File: src/rtl/write_back_pkg.sv
// Shared types and constants for the write-back stage and its load aligner.
package write_back_pkg;

    localparam int unsigned cXLEN       = 32;
    localparam int unsigned cRegSelBitW = 5;

    typedef struct packed {
        logic                   en;
        logic [cRegSelBitW-1:0] addr;
    } tRegControl;

    typedef enum logic [1:0] {
        WB_NONE,
        WB_ALU,
        WB_PC4,
        WB_LOAD
    } tWbSel;

    // funct3 encodings of the load instructions
    localparam logic [2:0] cLdB  = 3'b000;
    localparam logic [2:0] cLdH  = 3'b001;
    localparam logic [2:0] cLdW  = 3'b010;
    localparam logic [2:0] cLdBu = 3'b100;
    localparam logic [2:0] cLdHu = 3'b101;

    typedef struct packed {
        logic [cRegSelBitW-1:0] rdAddr;
        tWbSel                  wbSel;
        logic [2:0]             ldType;
        logic [1:0]             byteOff;
    } tWbInfo;

    typedef enum logic {
        StIdle,
        StWaitLoad
    } wb_state_e;

endpackage

File: src/rtl/write_back_load_align.sv
// Combinational load aligner: picks the byte/half addressed by byte_off_i from
// a word-aligned memory word and sign- or zero-extends it to XLEN.
module write_back_load_align
    import write_back_pkg::*;
#(
    parameter int unsigned XLEN = cXLEN
) (
    input  logic [XLEN-1:0] word_i,
    input  logic [2:0]      ld_type_i,
    input  logic [1:0]      byte_off_i,
    output logic [XLEN-1:0] data_o
);

    logic [7:0]  byte_v;
    logic [15:0] half_v;

    always_comb begin
        byte_v = 8'(word_i >> {byte_off_i, 3'b000});
        // Halves only use the upper offset bit; misaligned halves trap upstream.
        half_v = 16'(word_i >> {byte_off_i[1], 4'b0000});
        unique case (ld_type_i)
            cLdB:    data_o = {{(XLEN-8){byte_v[7]}}, byte_v};
            cLdH:    data_o = {{(XLEN-16){half_v[15]}}, half_v};
            cLdBu:   data_o = {{(XLEN-8){1'b0}}, byte_v};
            cLdHu:   data_o = {{(XLEN-16){1'b0}}, half_v};
            default: data_o = word_i;
        endcase
    end

endmodule

File: src/rtl/write_back.sv
// Final pipeline stage: registers one-cycle register-file write pulses and retire pulses.
// Define WB_INSTRET_EN to build the 64-bit retired-instruction counter on oInstret.
module write_back
    import write_back_pkg::*;
#(
    parameter int unsigned XLEN      = cXLEN,
    parameter int unsigned REG_SEL_W = cRegSelBitW
) (
    input  logic            iClk,
    input  logic            iRst,
    input  logic            iValid,
    output logic            oReady,
    input  tWbInfo          iWb,
    input  logic [XLEN-1:0] iAluRes,
    input  logic [XLEN-1:0] iPc4,
    input  logic            iLoadValid,
    input  logic [XLEN-1:0] iLoadData,
    output tRegControl      rdCntrl,
    output logic [XLEN-1:0] rdData,
    output logic            oRetire,
    output logic [63:0]     oInstret
);

    wb_state_e              state_q, state_d;
    logic                   wr_en_q, wr_en_d;
    logic [REG_SEL_W-1:0]   wr_addr_q, wr_addr_d;
    logic [XLEN-1:0]        wr_data_q, wr_data_d;
    logic                   retire_q, retire_d;
    logic [REG_SEL_W-1:0]   hold_rd_q, hold_rd_d;
    logic [2:0]             hold_ld_q, hold_ld_d;
    logic [1:0]             hold_off_q, hold_off_d;
    logic [XLEN-1:0]        aligned;
    logic                   accept;

    write_back_load_align #(
        .XLEN (XLEN)
    ) u_load_align (
        .word_i     (iLoadData),
        .ld_type_i  (hold_ld_q),
        .byte_off_i (hold_off_q),
        .data_o     (aligned)
    );

    assign oReady = (state_q == StIdle) && iRst;
    assign accept = iValid && oReady;

    always_comb begin
        state_d    = state_q;
        wr_en_d    = 1'b0;
        wr_addr_d  = wr_addr_q;
        wr_data_d  = wr_data_q;
        retire_d   = 1'b0;
        hold_rd_d  = hold_rd_q;
        hold_ld_d  = hold_ld_q;
        hold_off_d = hold_off_q;
        unique case (state_q)
            StIdle: begin
                if (accept) begin
                    unique case (iWb.wbSel)
                        WB_ALU: begin
                            wr_en_d   = 1'b1;
                            wr_addr_d = iWb.rdAddr;
                            wr_data_d = iAluRes;
                            retire_d  = 1'b1;
                        end
                        WB_PC4: begin
                            wr_en_d   = 1'b1;
                            wr_addr_d = iWb.rdAddr;
                            wr_data_d = iPc4;
                            retire_d  = 1'b1;
                        end
                        WB_NONE: retire_d = 1'b1;
                        WB_LOAD: begin
                            hold_rd_d  = iWb.rdAddr;
                            hold_ld_d  = iWb.ldType;
                            hold_off_d = iWb.byteOff;
                            state_d    = StWaitLoad;
                        end
                    endcase
                end
            end
            StWaitLoad: begin
                if (iLoadValid) begin
                    wr_en_d   = 1'b1;
                    wr_addr_d = hold_rd_q;
                    wr_data_d = aligned;
                    retire_d  = 1'b1;
                    state_d   = StIdle;
                end
            end
            default: state_d = StIdle;
        endcase
        // x0 is hardwired: data still tracks, but no write strobe
        if (wr_addr_d == '0) begin
            wr_en_d = 1'b0;
        end
    end

    always_ff @(posedge iClk) begin
        if (!iRst) begin
            state_q    <= StIdle;
            wr_en_q    <= 1'b0;
            wr_addr_q  <= '0;
            wr_data_q  <= '0;
            retire_q   <= 1'b0;
            hold_rd_q  <= '0;
            hold_ld_q  <= '0;
            hold_off_q <= '0;
        end else begin
            state_q    <= state_d;
            wr_en_q    <= wr_en_d;
            wr_addr_q  <= wr_addr_d;
            wr_data_q  <= wr_data_d;
            retire_q   <= retire_d;
            hold_rd_q  <= hold_rd_d;
            hold_ld_q  <= hold_ld_d;
            hold_off_q <= hold_off_d;
        end
    end

    assign rdCntrl.en   = wr_en_q;
    assign rdCntrl.addr = wr_addr_q;
    assign rdData       = wr_data_q;
    assign oRetire      = retire_q;

`ifdef WB_INSTRET_EN
    logic [63:0] instret_q;

    always_ff @(posedge iClk) begin
        if (!iRst) begin
            instret_q <= '0;
        end else if (retire_q) begin
            instret_q <= instret_q + 64'd1;
        end
    end

    assign oInstret = instret_q;
`else
    assign oInstret = '0;
`endif

endmodule

File: config.mk
export PLATFORM = sky130hd
export DESIGN_NAME = write_back
export DESIGN_NICKNAME = d
export VERILOG_FILES = /design/src/rtl/write_back_pkg.sv /design/src/rtl/write_back_load_align.sv /design/src/rtl/write_back.sv
export SDC_FILE = /design/constraint.sdc
export NUM_CORES = 1
export LEC_CHECK = 0
export BUFFER_PORTS_ARGS = -buffer_cell sky130_fd_sc_hd__buf_2
export CAP_MARGIN = 20
export CORE_MARGIN = 1
export CORE_UTILIZATION = 44
export DETAILED_ROUTE_END_ITERATION = 10
export GPL_TIMING_DRIVEN = 0
export HOLD_SLACK_MARGIN = 0.08
export PLACE_DENSITY = 0.79
export SKIP_LAST_GASP = 1
export SLEW_MARGIN = 10
export SYNTH_ARGS = -nofsm -noshare
export SYNTH_HDL_FRONTEND = slang
export SYNTH_SLANG_ARGS = --single-unit
File: constraint.sdc
create_clock -name iClk -period 2.21 [get_ports iClk]
set_clock_uncertainty 0.1 [all_clocks]
set_input_delay 0.1105 -clock iClk [delete_from_list [all_inputs] [get_ports iClk]]
set_output_delay 0.1105 -clock iClk [all_outputs]
set_load 0.02 [all_outputs]
## Yosys cells after proc, flatten, opt, wreduce, memory -nomap -nowiden

Cells that the tools add are included.

- Flip-flop bits (word level): 50
- Input port bits: 112
- Output and inout port bits: 104

- Eq/ne operators: 9
- Shifts and indexed selects: 2
- Mux-type cells: 20
- Bitwise operators: 2
- Reduce and logical (&&, ||, !) cells: 10

Operators with widths:

| operator | number |
|---|---|
| case mux 32 bit (2 select lines) | 2 |
| case mux 32 bit (4 select lines) | 1 |
| two-way mux 32 bit | 2 |
| right shift 32 x 5 -> 16 bit | 1 |
| right shift 32 x 5 -> 8 bit | 1 |
| two-way mux 5 bit | 3 |
| case mux 5 bit (2 select lines) | 1 |
| two-way mux 1 bit | 8 |
| == test 3 bit (second input constant) | 2 |
| case mux 1 bit (2 select lines) | 3 |
| AND reduction 3 bit | 2 |
| zero test 5 bit | 1 |
| == test 2 bit (second input constant) | 2 |
| != test 2 bit (second input constant) | 2 |
| OR reduction 2 bit | 2 |
| == test 3 x 1 -> 1 bit (second input constant) | 1 |
| zero test 3 bit | 1 |
| != test 3 x 1 -> 1 bit (second input constant) | 1 |
| OR reduction 3 bit | 1 |
| == test 2 x 1 -> 1 bit (second input constant) | 1 |
| logical AND 1 bit | 2 |
| zero test 2 bit | 1 |
| inverter 1 bit | 2 |

## Depth between registers and ports, before layout

Gate-level depths: netlist (run 1).

- Depth in word-level cells: 7
- Depth in mapped cells: 9
- Depth with buffers taken out: 7

## Modules after synthesis

Synthesis (run 1) repeated with hierarchy kept, for this count alone.

- Cell total of the unflattened synthesis: 489
- Area, all modules: 3932.5 um^2

By module, submodules not included:

| module | instances | cells an instance | area each (um^2) | seq. area each (um^2) |
|---|---|---|---|---|
| write_back | 1 | 371 | 3133.0 | 1001.0 |
| write_back_load_align | 1 | 118 | 799.5 | 0.0 |

## Worst setup path before layout (run 1)

No wires, ideal clock.

- Path type: reg2reg
- Start: reg hold_off_q[1]
- End: reg wr_data_q[16], in the netlist rdData[16]
- Arrival: 1.675 ns
- Required time: 1.993 ns
- Setup slack: 0.318 ns
- Stages on the path, launching flop included: 8
- Path buffers: 2
- Period minus slack after synthesis: 1.892 ns
- Cell sequence: dfxtp_1 -> buf_6 -> mux4_2 -> mux2i_1 -> o31a_4 -> buf_6 -> nand2_1 -> a32o_1

- Word-level cells in the longest chain between the ends: 4
- Elaborated cells on any way between the ends: 5
- Classes of those cells: shift (2); mux (3)

Ends and longest elaborated chain:

| item | line | text |
|---|---|---|
| from (decl) | write_back.sv:31 | `logic [1:0] hold_off_q, hold_off_d;` |
| from (signal assigned) | write_back.sv:117 | `hold_off_q <= hold_off_d;` |
| right shift 32 x 5 -> 16 bit / right shift 32 x 5 -> 8 bit (equally long branches) | write_back_load_align.sv:20, write_back_load_align.sv:18 |  |
| case mux 32 bit (4 select lines) (*) | write_back_load_align.sv:21 | `unique case (ld_type_i)` |
| two-way mux 32 bit (*) | write_back.sv:83 | `if (iLoadValid) begin` |
| case mux 32 bit (2 select lines) (*) | write_back.sv:56 | `unique case (state_q)` |
| to (signal assigned) | write_back.sv:113 | `wr_data_q <= wr_data_d;` |
| to (decl) | write_back.sv:27 | `logic [XLEN-1:0] wr_data_q, wr_data_d;` |

Every way passes the cells marked *; elsewhere a longest branch is shown, timed or not. The select of a mux whose other input is x is not followed.
A chain may end at the register's enable or synchronous reset.

## Worst setup path in the final report (run 1)

- Start: reg hold_off_q[1]
- End: reg wr_data_q[21], in the netlist rdData[21]

Same word-level chain as after synthesis.

==> out/results.ini, run 1 <==
[run_status]
outcome=completed

[placement]
io_buffer_count=149
dpl-instance-area_um2=4660
dp_cells=760
dpl.hpwl_um=8860
place_congestion=0.888

[synthesis]
synth_commonest_cells=nand2_1, buf_4, dfxtp_1, mux2i_1, a21oi_1
synth_top_area_cell=dfxtp_1
synth_cell_type_count=37
async_flop_share_pct=0
synth_top_cell_area_share_pct=28.2
yosysMostFrequentCell=nand2_1
synth-edff-count=0
synth.cell_area_um2=3550
synth_ff_type=dfxtp_1
seq_area_frac_synth_pct=28.2
ys_ff_latch=50
synthCells=446
synth.area.top_cells=dfxtp_1, buf_4, mux2i_1
postSynthAreaPerCell_um2=7.96
yosys_warnings=0

[die]
die_h_um=91.8
initial_core_util_pct=45.7
core_area_um2=7770
row_count=32
die_w_um=91.8
pin_count=216
dieArea_um2=8430

[routing]
wl_per_cell_um=14.7
vias=4019
ant_nets=0
drcViolationCount=0
viasPerCell=5.02
first_pass_iters=6
wl_um=11800
drt-initial-drc-count=201

[sta]
finalSetupViolCount=0
rsz0062_at_grt=no
slew_headroom_pct=42.9
fin_setup_tns_ns=0
period_share_pct=94.2
tightest_slew_ns=0.855
max_freq_mhz=480
min_period_ns=2.08
fin_hold_ws_ns=0.0824
drv_slew=0
hold_viol_final=0

[setup_path]
regToRegEndpoint=rdData[21]
endpoint_kind=flop
r2r.worst_path.cells=7
crit_required_ns=2.32
reg2reg_slack_ns=0.13
crit_type=flop to flop
worst_ep_arrival_time_ns=2.19
cp_max_fo=10
worst_setup_path_start_kind=flop
timing.rr.start=hold_off_q[1]

[pwr]
p_leak_nw=2.55
p_int_w=0.00152
power_frac_comb_pct=32.1
peakVddDrop_mv=0.340
pwr-share-clk_pct=25.1
switching_power_w=0.000730
p_seq_share_pct=42.8
sw_frac_of_total_pct=32.4
p_per_area_nw_per_um2=442

[global_route]
grt_max_degree=16
grt-ovfl-total=0
grt_use_total_pct=26.7
grt_pass1_wl_um=17900
grt_pass1_vias=3847
antenna_found_initial=2

[layout]
final_util_pct=65.6
area_delta_synth_final_pct=43.5
antenna_cells=0
drive_gt1_share_pct=35.8
stdcell_area_um2=5090
fin_cells=801
nNetsFinal=813
n_fill_cell=689

[min_path]
worstHoldStart=iAluRes[31]
hold_end=rdData[31]
whs_path_depth=4
hold_class=input port to flop

[clock_tree]
cts.sinks=50
htreeDepth=2
cts_setup_buffers=0
cts_buffers=5
clockBufferDepth=2
clk_pin_slew_worst_paths_ns=0.10
root_buffer=clkbuf_8
cts_tree=yes
clk_latency_ns=0.30

[flow_run]
drv_cap=0

==> routing by layer <==
metal	vias up	global-route usage [%]	part of all wire, %
li1	1948	-	-
met1	1813	28.8	38
met2	219	50.2	50
met3	37	6.30	8.5
met4	2	10.0	3.0
met5	-	0	0.093
==> critical path, stage by stage, from the launching register on <==
cell	delay (ns)
dfxtp_1	0.34
buf_6	0.15
mux4_2	0.56
mux2i_1	0.20
o31a_4	0.20
buf_6	0.14
nand2_1	0.06
a32o_1	0.25
==> worst max-delay path by stage <==
stage                       endpoint  depth (start not counted)           from  slack (ns)
after floorplan           rdData[16]                          7  hold_off_q[1]        0.32
after global placement    rdData[22]                         10         iWb[5]       -0.15
after detailed placement  rdData[25]                         10         iWb[5]       -0.17
after CTS                  rdData[8]                          5  hold_off_q[1]        0.02
after global routing       rdData[5]                          5  hold_off_q[0]       0.001
final                     rdData[21]                          7  hold_off_q[1]        0.13
==> per-stage QoR <==
stage	total power [W]	setup WS [ns]
floorplan	0.00143	0.318
global placement	0.00163	-0.149
detailed placement	0.00164	-0.170
CTS	0.00224	0.0168
global route	0.00235	0.00145
finish	0.00225	0.128
==> cell type report <==
class	count	area [um^2]	share of cell area, %
multi-input combinational	355	2140	41.9
timing repair buffer	182	1080	21.1
sequential	50	1000	19.7
buffer	97	631	12.4
tap	102	128	2.51
clock buffer	6	82.6	1.62
inverter	7	26.3	0.516
clock inverter	2	12.5	0.246
==> cells in the final DEF (no fill, tap or decap), types with 2 or more instances in the layout <==
master / n
buf_2: 155
nand2_1: 94
buf_4: 65
conb_1: 64
dfxtp_1: 50
mux2i_1: 44
a21oi_1: 39
dlygate4sd3_1: 33
clkbuf_1: 22
o21ai_0: 19
a32o_1: 16
nand3_1: 8
mux2_2: 8
o221a_2: 8
a22oi_1: 8
inv_1: 7
o221ai_1: 7
clkbuf_8: 6
nor2_1: 5
nor2b_1: 5
and2_1: 5
nand2b_1: 4
a211oi_1: 4
ha_1: 3
buf_1: 2
buf_6: 2
==> state kept, by name, indices dropped and copies added (netlist names) <==
signal / count
hold_ld_q: 3
hold_off_q: 2
hold_rd_q: 5
oRetire: 1
rdData: 32
state_q: 1
wr_addr_q: 5
wr_en_q: 1
==> power by group through the flow <==
stage	Combinational (W)	Sequential (W)	Clock, W
after global placement	0.000649	0.000983	0
after detailed placement	0.000659	0.000985	0
after global routing	0.000774	0.000969	0.000606
final	0.000723	0.000965	0.000565
after floorplan	0.000406	0.00103	0
after CTS	0.000706	0.000964	0.000570
==> cell families (layout without fill, tap and decap cells) <==
kind of cell / Yosys count / in the layout / share of synthesized area, %
other cells: 1 / 64 / 0.106
buf+inv: 104 / 294 / 18.5
mux: 53 / 53 / 15.6
flops: 50 / 50 / 28.2
compound gates: 109 / 109 / 21.5
simple gates: 126 / 126 / 15.0
fa+ha+maj: 3 / 3 / 1.06
==> what timing repair did <==
item,in CTS,in global routing
hold buffers,33,0
endpoints found under the setup margin,0,9
endpoints found under the hold margin,22,0
gates resized for setup,0,2
Note: power is estimated with default switching activity, not from simulation.
==> run 2, diff against run 1 <==
--- a/config.mk
+++ b/config.mk
@@ -8,13 +8,15 @@
 export BUFFER_PORTS_ARGS = -buffer_cell sky130_fd_sc_hd__buf_2
 export CAP_MARGIN = 20
 export CORE_MARGIN = 1
-export CORE_UTILIZATION = 44
+export CORE_UTILIZATION = 45
 export DETAILED_ROUTE_END_ITERATION = 10
 export GPL_TIMING_DRIVEN = 0
 export HOLD_SLACK_MARGIN = 0.08
-export PLACE_DENSITY = 0.79
+export PLACE_DENSITY = 0.78
+export SETUP_SLACK_MARGIN = 0.05
 export SKIP_LAST_GASP = 1
 export SLEW_MARGIN = 10
 export SYNTH_ARGS = -nofsm -noshare
 export SYNTH_HDL_FRONTEND = slang
+export SYNTH_HIERARCHICAL = 1
 export SYNTH_SLANG_ARGS = --single-unit
==> run 2 against run 1 <==
  * Power is 3.2% higher
  * Routed wire length is 0.48% higher
  * Fmax is 0.20% lower
  * Hold slack better by 0.030 ns
  * Clock-buffer cell count is 1 lower
  * Critical endpoint is now rdData[25]
==> out/results.ini, run 2 <==
[layout]
largest_reg_flops=32
nNetsFinal=838
layout_common_cells=buf_2, mux2i_1, nand2_1
drive_gt1_share_pct=36.6
area_delta_synth_final_pct=34.9
stdcell_area_um2=5300
final_common_cell=buf_2
n_fill_cell=806
antenna_cells=0

[synthesis]
seq_area_frac_synth_pct=25.5
synth-edff-count=0
yosys_warnings=6
yosysMostFrequentCell=mux2i_1
synth.area.top_cells=dfxtp_1, mux2i_1, buf_4
postSynthAreaPerCell_um2=8.04
synth_top_cell_area_share_pct=25.5
synth_ff_type=dfxtp_1
synth_commonest_cells=mux2i_1, nand2_1, buf_4, dfxtp_1, nor2_1
synth.cell_area_um2=3930
ys_ff_latch=50
synthCells=489
synth_top_area_cell=dfxtp_1
synth_cell_type_count=38
async_flop_share_pct=0

[die]
die_h_um=95.5
row_count=33
core_area_um2=8340
dieArea_um2=9120
initial_core_util_pct=47.1
pin_count=216
die_w_um=95.5

[sta]
hold_viol_final=0
fin_setup_tns_ns=0
worst_slack_ns=0.124
drv_slew=0
finalSetupViolCount=0
rsz0062_at_grt=yes
fin_hold_ws_ns=0.112
period_share_pct=94.4
max_freq_mhz=479
min_period_ns=2.09
slew_headroom_pct=63.0
tightest_slew_ns=0.556

[min_path]
hold_class=input port to flop

[placement]
place_congestion=0.870
io_buffer_count=150
dpl-instance-area_um2=5050
dpl.hpwl_um=9190
pre_cts_slack_ns=0.0110

[global_route]
grt_use_total_pct=25.0
antenna_found_initial=0
grt_pass1_vias=3721
grt_pass1_wl_um=17700
grt_max_degree=19
grt-ovfl-total=0

[setup_path]
crit_type=flop to flop
worst_ep_arrival_time_ns=2.19
r2r.worst_path.cells=9
startpoint=hold_off_q[0]
cp-endpoint=rdData[25]
worst_setup_path_start_kind=flop
timing.rr.start=hold_off_q[0]
endpoint_kind=flop
reg2reg_slack_ns=0.12
crit_required_ns=2.31
regToRegEndpoint=rdData[25]
cp_max_fo=5

[flow_run]
drv_cap=0

[clock_tree]
clockBufferDepth=2
clk_latency_ns=0.32
cts_tree=yes
root_buffer=clkbuf_8
htreeDepth=2
cts_buffers=5
cts.sinks=50
clk_pin_slew_worst_paths_ns=0.11

[routing]
vias=4064
drt-initial-drc-count=219
viasPerCell=4.90
drcViolationCount=0
wl_per_cell_um=14.3
first_pass_iters=5
ant_nets=0
wl_um=11800

[pwr]
peakVddDrop_mv=0.275
p_leak_nw=2.84
p_per_area_nw_per_um2=438

[run_status]
outcome=completed

==> run 2: area by class of cell <==
cell class | count | area (um^2) | area share, %
multi-input combinational | 395 | 2470 | 46.5
sequential | 50 | 1000 | 18.9
timing repair buffer | 165 | 891 | 16.8
buffer | 102 | 699 | 13.2
tap | 105 | 131 | 2.48
clock buffer | 5 | 68.8 | 1.30
clock inverter | 3 | 28.8 | 0.543
inverter | 4 | 15.0 | 0.283
==> run 2: repair_timing <==
item	in CTS	in global routing
resized for setup	1	33
cloned	0	1
pin swaps	1	1
buffers inserted	2	1
hold buffers	11	0
endpoints found under the setup margin	15	25
hold endpoints to repair	15	0
==> run 2: power breakdown <==
part           internal [W]  leakage, nW  switching, W
logic              0.000356         2.38      0.000418
registers          0.000937        0.407     0.0000186
clock network      0.000238       0.0506      0.000358
total               0.00153         2.84      0.000795
==> run 2: per-layer routing <==
layer	vias to the layer above	wire length, um	track usage [%]
met5	-	0	0
met4	0	89	4.23
met3	11	1070	4.86
met2	191	5870	45.4
met1	1858	4800	30.7
li1	2004	-	-
==> run 2: cells by family (layout without fill, tap and decap cells) <==
group	Yosys count	in the layout	share of synthesized area [%]
AOI/OAI and AO/OA	81	81	13.5
adders and majority gates	3	3	0.955
buffers and inverters	107	279	18.4
DFF	50	50	25.5
muxes	94	94	24.3
other	1	64	0.0954
and+or+nand+nor	153	153	17.3
==> run 2: worst min-delay path by stage <==
stage | start | to | slack, ns | depth (start not counted)
3_5_place_dp | iWb[3] | hold_ld_q[1] | 0.26 | 3
5_1_grt | iPc4[25] | rdData[25] | 0.13 | 5
4_1_cts | iLoadValid | state_q | 0.11 | 3
2_1_floorplan | iRst | wr_addr_q[0] | 0.13 | 1
6_report | iAluRes[15] | rdData[15] | 0.11 | 5
3_3_place_gp | iWb[2] | hold_ld_q[0] | 0.25 | 3
==> run 2: stage by stage <==
stage	total power, W	std cells	util [%]
after CTS	0.00232	828	63.2
after detailed placement	0.00171	807	60.6
after floorplan	0.00149	552	-
after global routing	0.00244	829	63.6
after global placement	0.00170	807	60.6
final	0.00233	829	63.6
==> run 2: worst max-delay path, cell delays in order (launching register included) <==
cell     delay, ns
dfxtp_2       0.34
buf_6         0.10
mux4_2        0.53
a22oi_2       0.31
buf_4         0.20
nand2_2       0.04
nand2_1       0.07
o21ai_1       0.07
mux2i_1       0.16
nor2_1        0.05
